`src/rtl/booth_seq_mult_if.sv`:
```
// Start/done handshake and operand/result bus for the sequential Booth multiplier.
`timescale 1ns/1ps
interface booth_seq_mult_if #(
  parameter int unsigned WIDTH = 8
);
  logic                 start;
  logic                 sgn;
  logic [WIDTH-1:0]     multiplicand;
  logic [WIDTH-1:0]     multiplier;
  logic                 busy;
  logic                 done;
  logic [2*WIDTH-1:0]   product;

  modport master (
    output start, sgn, multiplicand, multiplier,
    input  busy, done, product
  );

  modport slave (
    input  start, sgn, multiplicand, multiplier,
    output busy, done, product
  );
endinterface

```
`src/rtl/booth_seq_mult.sv`:
```
// Sequential radix-2 Booth multiplier, one Booth step per clock, signed or unsigned per operation.
`timescale 1ns/1ps
module booth_seq_mult #(
  parameter int unsigned WIDTH = 8
) (
  input  logic            clk,
  input  logic            rst_n,
  booth_seq_mult_if.slave bus
);
  localparam logic [1:0] IDLE = 2'd0;
  localparam logic [1:0] RUN  = 2'd1;
  localparam logic [1:0] DONE = 2'd2;
  localparam int unsigned CW  = $clog2(WIDTH + 2);

  logic [1:0]           state, state_nxt;
  logic [WIDTH+1:0]     a, sum, m_ext;
  logic [WIDTH:0]       m, q;
  logic                 q_1;
  logic [CW-1:0]        cnt;
  logic                 busy_r, done_r;
  logic [2*WIDTH-1:0]   prod_r;
  logic                 accept, last;
  logic [2*WIDTH-1:0]   prod_nxt;

  assign bus.busy    = busy_r;
  assign bus.done    = done_r;
  assign bus.product = prod_r;

  always_comb begin
    accept = bus.start && ((state == IDLE) || (state == DONE));
    last   = (state == RUN) && (cnt == CW'(1));
    m_ext  = {m[WIDTH], m};
    unique case ({q[0], q_1})
      2'b01:   sum = a + m_ext;
      2'b10:   sum = a - m_ext;
      default: sum = a;
    endcase
    // low 2*WIDTH bits of the shifted {A,Q} after this step
    prod_nxt = {sum[WIDTH-1:0], q[WIDTH:1]};

    state_nxt = state;
    case (state)
      IDLE:    if (accept) state_nxt = RUN;
      RUN:     if (last)   state_nxt = DONE;
      DONE:    state_nxt = accept ? RUN : IDLE;
      default: state_nxt = IDLE;
    endcase
  end

  always_ff @(posedge clk or negedge rst_n) begin
    if (!rst_n) begin
      state  <= IDLE;
      a      <= '0;
      m      <= '0;
      q      <= '0;
      q_1    <= 1'b0;
      cnt    <= '0;
      busy_r <= 1'b0;
      done_r <= 1'b0;
      prod_r <= '0;
    end else begin
      state  <= state_nxt;
      busy_r <= (state_nxt == RUN);
      done_r <= (state_nxt == DONE);
      if (accept) begin
        m   <= {bus.sgn & bus.multiplicand[WIDTH-1], bus.multiplicand};
        q   <= {bus.sgn & bus.multiplier[WIDTH-1], bus.multiplier};
        a   <= '0;
        q_1 <= 1'b0;
        cnt <= CW'(WIDTH + 1);
      end else if (state == RUN) begin
        a   <= {sum[WIDTH+1], sum[WIDTH+1:1]};
        q   <= {sum[0], q[WIDTH:1]};
        q_1 <= q[0];
        cnt <= cnt - 1'b1;
        if (last) prod_r <= prod_nxt;
      end
    end
  end
endmodule

```
`src/flat_wrapper.sv`:
```
// flat-port wrapper written by rule: the top's interface ports become plain ports
module booth_seq_mult_flat 
#(
  parameter int unsigned WIDTH = 8
)
  (clk, rst_n, bus_start, bus_sgn, bus_multiplicand, bus_multiplier, bus_busy, bus_done, bus_product);
  booth_seq_mult_if #(.WIDTH(WIDTH)) bus_i ();
  input  logic clk;
  input  logic rst_n;
  input wire logic [$bits(bus_i.start)-1:0] bus_start;
  input wire logic [$bits(bus_i.sgn)-1:0] bus_sgn;
  input wire logic [$bits(bus_i.multiplicand)-1:0] bus_multiplicand;
  input wire logic [$bits(bus_i.multiplier)-1:0] bus_multiplier;
  output wire logic [$bits(bus_i.busy)-1:0] bus_busy;
  output wire logic [$bits(bus_i.done)-1:0] bus_done;
  output wire logic [$bits(bus_i.product)-1:0] bus_product;
  assign bus_i.start = bus_start;
  assign bus_i.sgn = bus_sgn;
  assign bus_i.multiplicand = bus_multiplicand;
  assign bus_i.multiplier = bus_multiplier;
  assign bus_busy = bus_i.busy;
  assign bus_done = bus_i.done;
  assign bus_product = bus_i.product;
  booth_seq_mult #(.WIDTH(WIDTH)) u_core (.clk(clk), .rst_n(rst_n), .bus(bus_i));
endmodule
```
`config.mk`:
```
export PLATFORM = sky130hd
export DESIGN_NAME = booth_seq_mult_flat
export DESIGN_NICKNAME = d
export VERILOG_FILES = /design/src/rtl/booth_seq_mult_if.sv /design/src/rtl/booth_seq_mult.sv /design/src/flat_wrapper.sv
export SDC_FILE = /design/constraint.sdc
export NUM_CORES = 1
export LEC_CHECK = 0
export CAP_MARGIN = 20
export CORE_MARGIN = 4
export CORE_UTILIZATION = 40
export DETAILED_ROUTE_END_ITERATION = 6
export HOLD_SLACK_MARGIN = 0.06
export SETUP_SLACK_MARGIN = 0.05
export SKIP_CTS_REPAIR_TIMING = 1
export SLEW_MARGIN = 20
export SYNTH_ARGS = -nofsm -noshare
export SYNTH_HDL_FRONTEND = slang
export SYNTH_SLANG_ARGS = --single-unit
export TNS_END_PERCENT = 5
```
`constraint.sdc`:
```
create_clock -name clk -period 2.7 [get_ports clk]
set_input_delay 0.54 -clock clk [delete_from_list [all_inputs] [get_ports clk]]
set_output_delay 0.54 -clock clk [all_outputs]
set_load 0.02 [all_outputs]
```
==> results of run 1 <==
[layout make-up]
class                   instances  area (um^2)  area share [%]
clock buffers                   7         86.3            2.63
flip-flops and latches         52         1300            39.6
multi-input cells             213         1300            39.6
repair buffers                 46          433            13.2
well taps                      77         96.3            2.93
inverters                      13         61.3            1.86
clock inverters                 1         7.51           0.228
[cells in the final DEF, fill, tap and decap left out, types with 2 or more instances in the layout]
cell type        count
buf_4                9
mux2_1               3
or3_1                2
nand3_1              6
nand2_1             85
inv_1               12
ha_1                12
nor2b_1              4
a22oi_1              8
o21bai_1             2
a21o_1               2
o21ai_0              9
o211ai_1             2
nor4_1               2
dfrtp_1             52
nor2_1              10
o311ai_0             2
xnor2_1             13
nand2b_1             4
clkbuf_8             6
o31ai_1              3
clkdlybuf4s50_1     36
a22o_1               6
a21oi_1             12
xor2_1               3
o21a_1               2
[through the flow]
step           TNS [ns]  hold WS (ns)  instance area (um^2)
6_report              0         0.295                  3290
5_1_grt         -0.0767         0.347                  3290
4_1_cts               0         0.319                  3260
3_5_place_dp          0         0.461                  3160
3_3_place_gp          0         0.460                  3160
2_1_floorplan         0         0.244                  2730
[power breakdown]
group          leakage, nW  switching, mW  internal, mW
clock               0.0445          0.263         0.209
combinational        0.858           1.75          1.47
sequential           0.647          0.295          1.15
total                 1.55           2.31          2.83
[critical path, cell delays in order, from the launching register on]
cell and delay [ns]:
dfrtp_1 0.38, inv_1 0.08, ha_1 0.28, mux2_2 0.29, inv_1 0.06, ha_1 0.21
nor2b_1 0.14, o2111ai_1 0.25, a21oi_1 0.15, or3_1 0.32, a21oi_1 0.21, o31ai_1 0.09
[kinds of logic (layout without fill, tap and decap cells)]
kind of cell               after synthesis  after routing  synth area share, %
AOI/OAI and AO/OA                       58             58                 14.5
xor gates and xnor gates                16             16                 5.13
adders and majority gates               14             14                 6.69
buffers and inverters                   26             67                 5.31
DFF                                     52             52                 47.6
muxes                                    5              5                 2.02
and+or+nand+nor                        120            120                 18.7
[worst paths after layout]
kind | from | endpoint | slack (ns) | cells past startpoint
max in group asynchronous | rst_n | u_core.a[3] | 1.75 | 2
worst min-delay path | rst_n | u_core.m[6] | 0.30 | 1
worst min register to register | u_core.bus.product[0] | u_core.bus.product[0] | 0.48 | 2
min in group clk | u_core.bus.product[0] | u_core.bus.product[0] | 0.48 | 2
worst max register to register | u_core.m[0] | u_core.a[6] | 0.12 | 11
worst max-delay path | u_core.m[0] | u_core.a[6] | 0.12 | 11
[registers in the layout (all words and copies together) (netlist names)]
signal and flops:
u_core.a 9, u_core.bus.busy 1, u_core.bus.done 1, u_core.bus.product 16, u_core.cnt 4, u_core.m 9
u_core.q 9, u_core.q_1 1, u_core.state 2
[metal layers]
metal | part of all wire, % | wire (um)
met5 | 0 | 0
met4 | 2.1 | 135
met3 | 4.9 | 314
met2 | 46 | 2930
met1 | 47 | 3020
==> metrics.md, run 1 <==
| Metric | Value |
|---|---|
| Dominant synthesized flop cell | `dfrtp_1` |
| N_diodes | `0` |
| Total clock sinks | `52` |
| Hold Crit Class | `input port to asynchronous set/reset pin` |
| Die Ht | `just over 90 um` |
| EDFF count, synth | `0` |
| Seq/Total Area, Yosys | `between 40% and 50%` |
| Relative slew slack | `49.2%` |
| H-tree levels | `2` |
| Routability cong. | `between 0.8 and 0.9` |
| Pwr Total | `just over 5 mW` |
| Placed Cells incl. Taps | `roughly 400` |
| Crit path DAT | `2.76 ns` |
| Top post-synthesis cells by count | `85 x nand2_1, 52 x dfrtp_1, 13 x ha_1, 13 x xnor2_1` |
| Total number of vias | `2,167` |
| Row Count | `29` |
| Final Net Count | `roughly 370` |
| PortBufs | `37` |
| Area delta synth->final | `20.4%` |
| Synth warn | `0` |
| Total core area | `6490 um^2` |
| Post-synthesis register bit count | `52` |
| Final setup vio count | `0` |
| Global-route wire length before repair | `10,700 um` |
| Final worst-path cycle share | `95.6%` |
| Slack of the critical path | `0.120 ns` |
| Reg clk slew, reported paths | `0.09 ns` |
| CTS Buf Count | `5` |
| Non-filler cells, final | `a little over 400` |
| Worst-Skew Late Latency | `0.31 ns` |
| Period minus WS final | `2.58 ns` |
| Startpoint Class | `flip-flop` |
| Crit path kind | `flip-flop to flip-flop` |
| Top cells by area, synth | `dfrtp_1 48%, nand2_1 12%, ha_1 6.0%, xnor2_1 4.2%, a21oi_1 2.2%` |
| Post-route clock skew | `0.00599 ns` |
| Async SR Flop Fraction | `between 90% and 100%` |
| CTS tree | `done` |
| Met3 Usage GRT | `4.08%` |
| Worst vdd ir | `519 uV` |
| Post-Place Setup Slack | `0.0969 ns` |
| Drt pass-1 iters | `4` |
| Io pins | `38` |
| Leading area contributor after synthesis | `dfrtp_1` |
| Routed Antenna Nets | `0` |
| Met2 GRT Util | `roughly 26%` |
| Share of cells above drive strength 1 | `roughly 7.5%` |
| Initial Utilization | `a little over two fifths` |
| Max-slew violation count | `0` |
| Synthesized area per cell | `9.39 um^2` |
| Final core utilization | `50.6%` |
| Global route overflow | `0` |
| Syn_nets | `between 300 and 400` |
| Endpoints failing hold | `0` |
| Cell with the most instances after synthesis | `nand2_1` |
| Largest net degree at the start of global routing | `33` |
| Required @ worst endpoint | `2.88 ns` |
| Max_cap viols | `0` |
| Vias in the first global route | `2,168` |
| WL final | `about 6400 um` |
| Hpwl dp | `4510 um` |
| Initial antenna violation count | `0` |
| Pwr/cell area | `1560 nW/um^2` |
| GRT busiest layer | `met2` |
| Die X | `90.6 um` |
| Max clock buf depth | `2` |
| RSZ-0062 raised after global routing | `yes` |
| Max Clk Rate | `roughly 390 MHz` |
| Clock root buffer | `clkbuf_8` |
| Distinct cells, synth | `between 40 and 50` |
| Number of fill cells in the layout | `~620` |
| Slew at the pin closest to its max-slew limit | `~0.76 ns` |
| GRT Total Usage | `16.2%` |
| Worst-path maximum fanout | `3` |
| DRC violations left | `0` |
| Post-DR vias/cell | `5.30` |
| Die area | `roughly 8200 um^2` |
| Pleak | `1.55 nW` |
| Met1 usage | `21.4%` |
| Outcome | `finished, final reports clean` |
| Detailed Route Iter0 Violations | `58` |
| Synth Instances | `291` |
| Syn Std Cell Area | `2730 um^2` |
| Area fraction of the dominant cell type after synthesis | `47.6%` |
| Crit. End Element | `flip-flop` |
| Post-DR wirelength/cell | `15.6 um` |
Power figures use the tool's default switching activity.
==> run 2, diff against run 1 <==
- MAX_ROUTING_LAYER: not set -> met4
- SETUP_SLACK_MARGIN: 0.05 -> not set
==> metrics.md, run 2 (same netlist as run 1, synthesis figures left out) <==
| Metric | Value |
|---|---|
| RSZ-0062 raised after global routing | `yes` |
| CTS Buf Count | `5 (unchanged)` |
| DRC violations left | `0 (unchanged)` |
| Startpoint Class | `flip-flop` |
| Outcome | `finished, final reports clean` |
| Final setup vio count | `0 (unchanged)` |
| Slew at the pin closest to its max-slew limit | `0.758 ns (-0.00375 ns)` |
| Clock root buffer | `clkbuf_8` |
| Routability cong. | `0.827 (+1.5%)` |
| Crit. End Element | `flip-flop` |
| Max Clk Rate | `387 MHz (about the same)` |
| Detailed Route Iter0 Violations | `56 (-3.4%)` |
| Vias in the first global route | `2,169 (+0.046%)` |
| N_diodes | `0 (unchanged)` |
| Die X | `90.6 um (unchanged)` |
| Met2 GRT Util | `25.6% (unchanged)` |
| Met1 usage | `21.7% (+0.32 points)` |
| R2r setup slk | `0.12 ns (about the same)` |
| Internal power | `2.83 mW (about the same)` |
| Period minus WS final | `2.58 ns (+0.00201 ns)` |
| Max-slew violation count | `0 (unchanged)` |
| Routed Antenna Nets | `0 (unchanged)` |
| Worst-Skew Late Latency | `0.31 ns (about the same)` |
| Placed Cells incl. Taps | `399 (unchanged)` |
| Max clock buf depth | `2 (unchanged)` |
| GRT busiest layer | `met2` |
| Logic gate share of total power | `62.6% (about the same)` |
| Total core area | `6490 um^2 (unchanged)` |
| Share of cells above drive strength 1 | `7.53% (unchanged)` |
| Hold Crit Class | `input port to asynchronous set/reset pin` |
| Die area | `8210 um^2 (unchanged)` |
| Final worst-path cycle share | `95.6% (about the same)` |
| Post-route clock skew | `0.00589 ns (-0.000100 ns)` |
| Die Ht | `90.6 um (unchanged)` |
| Post-DR vias/cell | `5.29 (-0.14%)` |
| Drt pass-1 iters | `4 (unchanged)` |
| Crit path DAT | `2.77 ns (about the same)` |
| Worst-path maximum fanout | `3 (unchanged)` |
| Met3 Usage GRT | `3.58% (-0.50 points)` |
| Pleak | `1.55 nW (unchanged)` |
| Relative slew slack | `49.5% (+0.25 points)` |
| Total clock sinks | `52 (unchanged)` |
| Pwr/cell area | `1560 nW/um^2 (about the same)` |
| H-tree levels | `2 (unchanged)` |
| Global route overflow | `0 (unchanged)` |
| Endpoints failing hold | `0 (unchanged)` |
| Commonest cells after routing, fill and taps aside | `85 x nand2_1, 52 x dfrtp_1, 36 x clkdlybuf4s50_1, 13 x xnor2_1` |
| Io pins | `38 (unchanged)` |
| WL final | `6400 um (about the same)` |
| GRT Total Usage | `16.6% (+0.46 points)` |
| Most common cell after layout, fill and taps aside | `nand2_1` |
| Area delta synth->final | `20.4% (unchanged)` |
| CTS tree | `done` |
| FF-to-FF End | `u_core.a[6]` |
| Worst vdd ir | `518 uV (-0.13%)` |
| Pwr Total | `5.14 mW (about the same)` |
| Net Sw Frac | `45.0% (about the same)` |
| Hpwl dp | `4510 um (unchanged)` |
| PortBufs | `37 (unchanged)` |
| Post-Route Setup TNS | `0 ns (unchanged)` |
| Largest net degree at the start of global routing | `33 (unchanged)` |
| Number of fill cells in the layout | `622 (unchanged)` |
| Reg2Reg Depth | `11 (unchanged)` |
| Total number of vias | `2,164 (-0.14%)` |
| Switch Pwr | `2.31 mW (about the same)` |
| Reg clk slew, reported paths | `0.10 ns (about the same)` |
| Row Count | `29 (unchanged)` |
| Clk network pwr share | `9.2% (about the same)` |
| Worst reg2reg startpoint | `u_core.m[0]` |
| Sequential share of power | `28.1% (about the same)` |
| Required @ worst endpoint | `2.88 ns (about the same)` |
| Global-route wire length before repair | `10,700 um (about the same)` |
| Max reg flops | `16 (unchanged)` |
| Final Net Count | `365 (unchanged)` |
| Max_cap viols | `0 (unchanged)` |
| Initial Utilization | `42.1% (unchanged)` |
| Non-filler cells, final | `409 (unchanged)` |
| Post-DR wirelength/cell | `15.7 um (about the same)` |
| Crit path kind | `flip-flop to flip-flop` |
| Initial antenna violation count | `0 (unchanged)` |
-- run 2: routing by layer --
| metal | vias to the layer above | wire, um |
|---|---|---|
| met5 | - | 0 |
| met4 | 0 | 133 |
| met3 | 12 | 273 |
| met2 | 41 | 2940 |
| met1 | 1046 | 3060 |
| li1 | 1065 | - |
-- run 2: per-stage QoR --
stage                     hold slack [ns]  cell area [um^2]  setup slack (ns)  utilization, %
after floorplan                     0.244              2730             0.115               -
after global placement              0.460              3160             0.118            48.7
after detailed placement            0.461              3160            0.0969            48.7
after CTS                           0.319              3260            0.0738            50.1
after global routing                0.347              3290           -0.0521            50.6
final                               0.291              3290             0.118            50.6
-- run 2: worst max path at each step --
stage,start,end,slack [ns]
final,u_core.m[0],u_core.a[6],0.12
after global routing,u_core.m[3],u_core.a[7],-0.05
after CTS,u_core.m[0],u_core.bus.product[12],0.07
after detailed placement,u_core.m[0],u_core.bus.product[12],0.1
after global placement,u_core.m[0],u_core.bus.product[12],0.12
after floorplan,u_core.q_1,u_core.bus.product[15],0.11
-- run 2: power by group through the flow --
| stage | sequential, mW | clock [mW] | combinational (mW) |
|---|---|---|---|
| after floorplan | 1.52 | 0 | 2.23 |
| after global placement | 1.45 | 0 | 3.09 |
| after detailed placement | 1.45 | 0 | 3.13 |
| after CTS | 1.44 | 0.493 | 3.16 |
| after global routing | 1.49 | 0.518 | 3.63 |
| final | 1.45 | 0.474 | 3.22 |
-- run 2: layout make-up --
| type | instances | area (um^2) | share of cell area (%) |
|---|---|---|---|
| timing repair buffer | 46 | 433 | 13.2 |
| multi-input combinational | 213 | 1300 | 39.6 |
| sequential | 52 | 1300 | 39.6 |
| clock buffer | 7 | 86.3 | 2.63 |
| tap | 77 | 96.3 | 2.93 |
| inverter | 13 | 61.3 | 1.86 |
| clock inverter | 1 | 7.51 | 0.228 |
-- run 2: worst max-delay path, cell delays in order, from the launching register on --
cell,delay (ns)
dfrtp_1,0.38
inv_1,0.08
ha_1,0.28
mux2_2,0.29
inv_1,0.06
ha_1,0.21
nor2b_1,0.14
o2111ai_1,0.25
a21oi_1,0.15
or3_1,0.32
a21oi_1,0.21
o31ai_1,0.09
==> run 3, diff against run 2 <==
- CORE_UTILIZATION: 40 -> 30
- SETUP_SLACK_MARGIN: not set -> 0.4
- SKIP_LAST_GASP: not set -> 1
==> metrics.md, run 3 (same netlist as run 1, synthesis figures left out) <==
| Metric | Value |
|---|---|
| Post-DR wirelength/cell | `14.1 um (-10%)` |
| H-tree levels | `2 (unchanged)` |
| Share of cells above drive strength 1 | `16.8% (+9.2 points)` |
| Register area | `1300 um^2 (unchanged)` |
| Crit. End Element | `flip-flop` |
| Crit path buf inv count | `2 (unchanged)` |
| Die area | `10,700 um^2 (+30%)` |
| CTS tree | `done` |
| CTS Buf Count | `5 (unchanged)` |
| Largest net degree at the start of global routing | `52 (+58%)` |
| Met3 Usage GRT | `3.02% (-0.57 points)` |
| Relative slew slack | `56.7% (+7.2 points)` |
| Io pins | `38 (unchanged)` |
| Slowest-stage cell, CP | `dfrtp_1` |
| Endpoints failing hold | `0 (unchanged)` |
| DRC violations left | `0 (unchanged)` |
| N_diodes | `0 (unchanged)` |
| Crit path from | `u_core.m[0]` |
| Total clock sinks | `52 (unchanged)` |
| Drt pass-1 iters | `4 (unchanged)` |
| WL final | `6310 um (-1.4%)` |
| Startpoint Class | `flip-flop` |
| Post-DR vias/cell | `4.84 (-8.6%)` |
| Clock root buffer | `clkbuf_8` |
| Crit path DAT | `2.69 ns (-0.08 ns)` |
| Dpl cell area | `3240 um^2 (+2.6%)` |
| Initial Utilization | `31.0% (-11 points)` |
| Reg2Reg Depth | `11 (unchanged)` |
| Post-route clock skew | `0.00849 ns (+0.00260 ns)` |
| Hpwl dp | `4360 um (-3.2%)` |
| Worst-Skew Late Latency | `0.32 ns (about the same)` |
| Worst Setup EP | `u_core.bus.product[15]` |
| Initial antenna violation count | `0 (unchanged)` |
| Max Clk Rate | `403 MHz (+4.0%)` |
| Met2 GRT Util | `19.1% (-6.5 points)` |
| Routed Antenna Nets | `0 (unchanged)` |
| Slowest stage delay, CP | `0.44 ns (+0.06 ns)` |
| Final setup vio count | `0 (unchanged)` |
| Area delta synth->final | `30.3%` |
| Max reg flops | `16 (unchanged)` |
| GRT busiest layer | `met2` |
| Post-Place Setup Slack | `0.136 ns (+0.0387 ns)` |
| Worst-path maximum fanout | `4 (+1)` |
| Design Area, Final | `3560 um^2 (+8.2%)` |
| Total core area | `8810 um^2 (+36%)` |
| GRT Total Usage | `12.3% (-4.4 points)` |
| Number of fill cells in the layout | `864 (+39%)` |
| Max clock buf depth | `2 (unchanged)` |
| Outcome | `finished, final reports clean` |
| Hold Crit Class | `flip-flop to flip-flop` |
| Required @ worst endpoint | `2.90 ns (+0.02 ns)` |
| Die Ht | `103 um (+14%)` |
| FF-to-FF End | `u_core.bus.product[15]` |
| Period minus WS final | `2.48 ns (-0.0997 ns)` |
| Commonest cells after routing, fill and taps aside | `85 x nand2_1, 52 x dfrtp_1, 36 x clkdlybuf4s50_1, 15 x buf_4, 11 x xnor2_1` |
| CP cell instances | `inv_2 > ha_4 > mux2_4 > inv_2 > ha_4 > nor2b_4 > o2111ai_4 > a21oi_2 > or3_1 > a21oi_2 > o31ai_1` |
| Routability cong. | `0.859 (+3.9%)` |
| Slack of the critical path | `0.218 ns (+0.0997 ns)` |
| Final Net Count | `373 (+2.2%)` |
| Area of the multi-input gates | `1470 um^2 (+12%)` |
| Global-route wire length before repair | `10,100 um (-5.5%)` |
| PortBufs | `37 (unchanged)` |
| Worst reg2reg startpoint | `u_core.m[0]` |
| Detailed Route Iter0 Violations | `80 (+43%)` |
| Die X | `103 um (+14%)` |
| Critical path's top delay family | `compound AO/OA/AOI/OAI gates` |
| Total number of vias | `2,167 (+0.14%)` |
| R2r setup slk | `0.22 ns (+0.10 ns)` |
| Final core utilization | `40.4% (-10 points)` |
| Final worst-path cycle share | `91.9% (-3.7 points)` |
| RSZ-0062 raised after global routing | `yes` |
| Reg clk slew, reported paths | `0.11 ns (about the same)` |
| Met1 usage | `16.5% (-5.2 points)` |
| Global route overflow | `0 (unchanged)` |
| Crit path kind | `flip-flop to flip-flop` |
| Row Count | `34 (+17%)` |
| Max-slew violation count | `0 (unchanged)` |
| Vias in the first global route | `2,133 (-1.7%)` |
| CP Depth | `11 (unchanged)` |
| Most common cell after layout, fill and taps aside | `nand2_1` |
| Slew at the pin closest to its max-slew limit | `0.650 ns (-0.108 ns)` |
| Post-Route Setup TNS | `0 ns (unchanged)` |
| Max_cap viols | `0 (unchanged)` |
==> run 3: final cells by class <==
cell class | instances | share of cell area [%]
Sequential cell | 52 | 36.6
Inverter | 13 | 1.72
Clock inverter | 3 | 0.774
Clock buffer | 5 | 1.93
Timing Repair Buffer | 54 | 14.0
Tap cell | 108 | 3.80
Multi-Input combinational cell | 213 | 41.2
==> run 3: metrics by stage <==
step                hold slack [ns]  std cells
floorplan                     0.244        291
global placement              0.325        429
detailed placement            0.327        429
CTS                         -0.0222        437
global route                  0.510        448
finish                        0.484        448
==> run 3: metal layers <==
metal | up-vias | share of wire (%)
li1 | 1083 | -
met1 | 1047 | 50
met2 | 35 | 47
met3 | 2 | 2.9
met4 | 0 | 0.29
met5 | - | 0
==> run 3: worst register-to-register path, delay by kind of cell (launching register included) <==
kind	cells	cell delay (ns)
AOI/OAI and AO/OA	4	0.61
adders and majority gates	2	0.39
buffers and inverters	2	0.18
DFF	1	0.44
muxes	1	0.28
and+or+nand+nor	2	0.48
==> run 3: how the worst min path moves through the flow <==
stage,startpoint,cells after the start,to
final,u_core.bus.product[10],2,u_core.bus.product[10]
after global routing,u_core.bus.product[10],2,u_core.bus.product[10]
after CTS,rst_n,1,u_core.bus.product[14]
after detailed placement,rst_n,1,u_core.bus.product[14]
after global placement,rst_n,1,u_core.bus.product[14]
after floorplan,rst_n,0,u_core.a[0]
Power of run 3 is not shown: default switching activity piles up to over one toggle a cycle in this logic, so the estimate is an artifact.
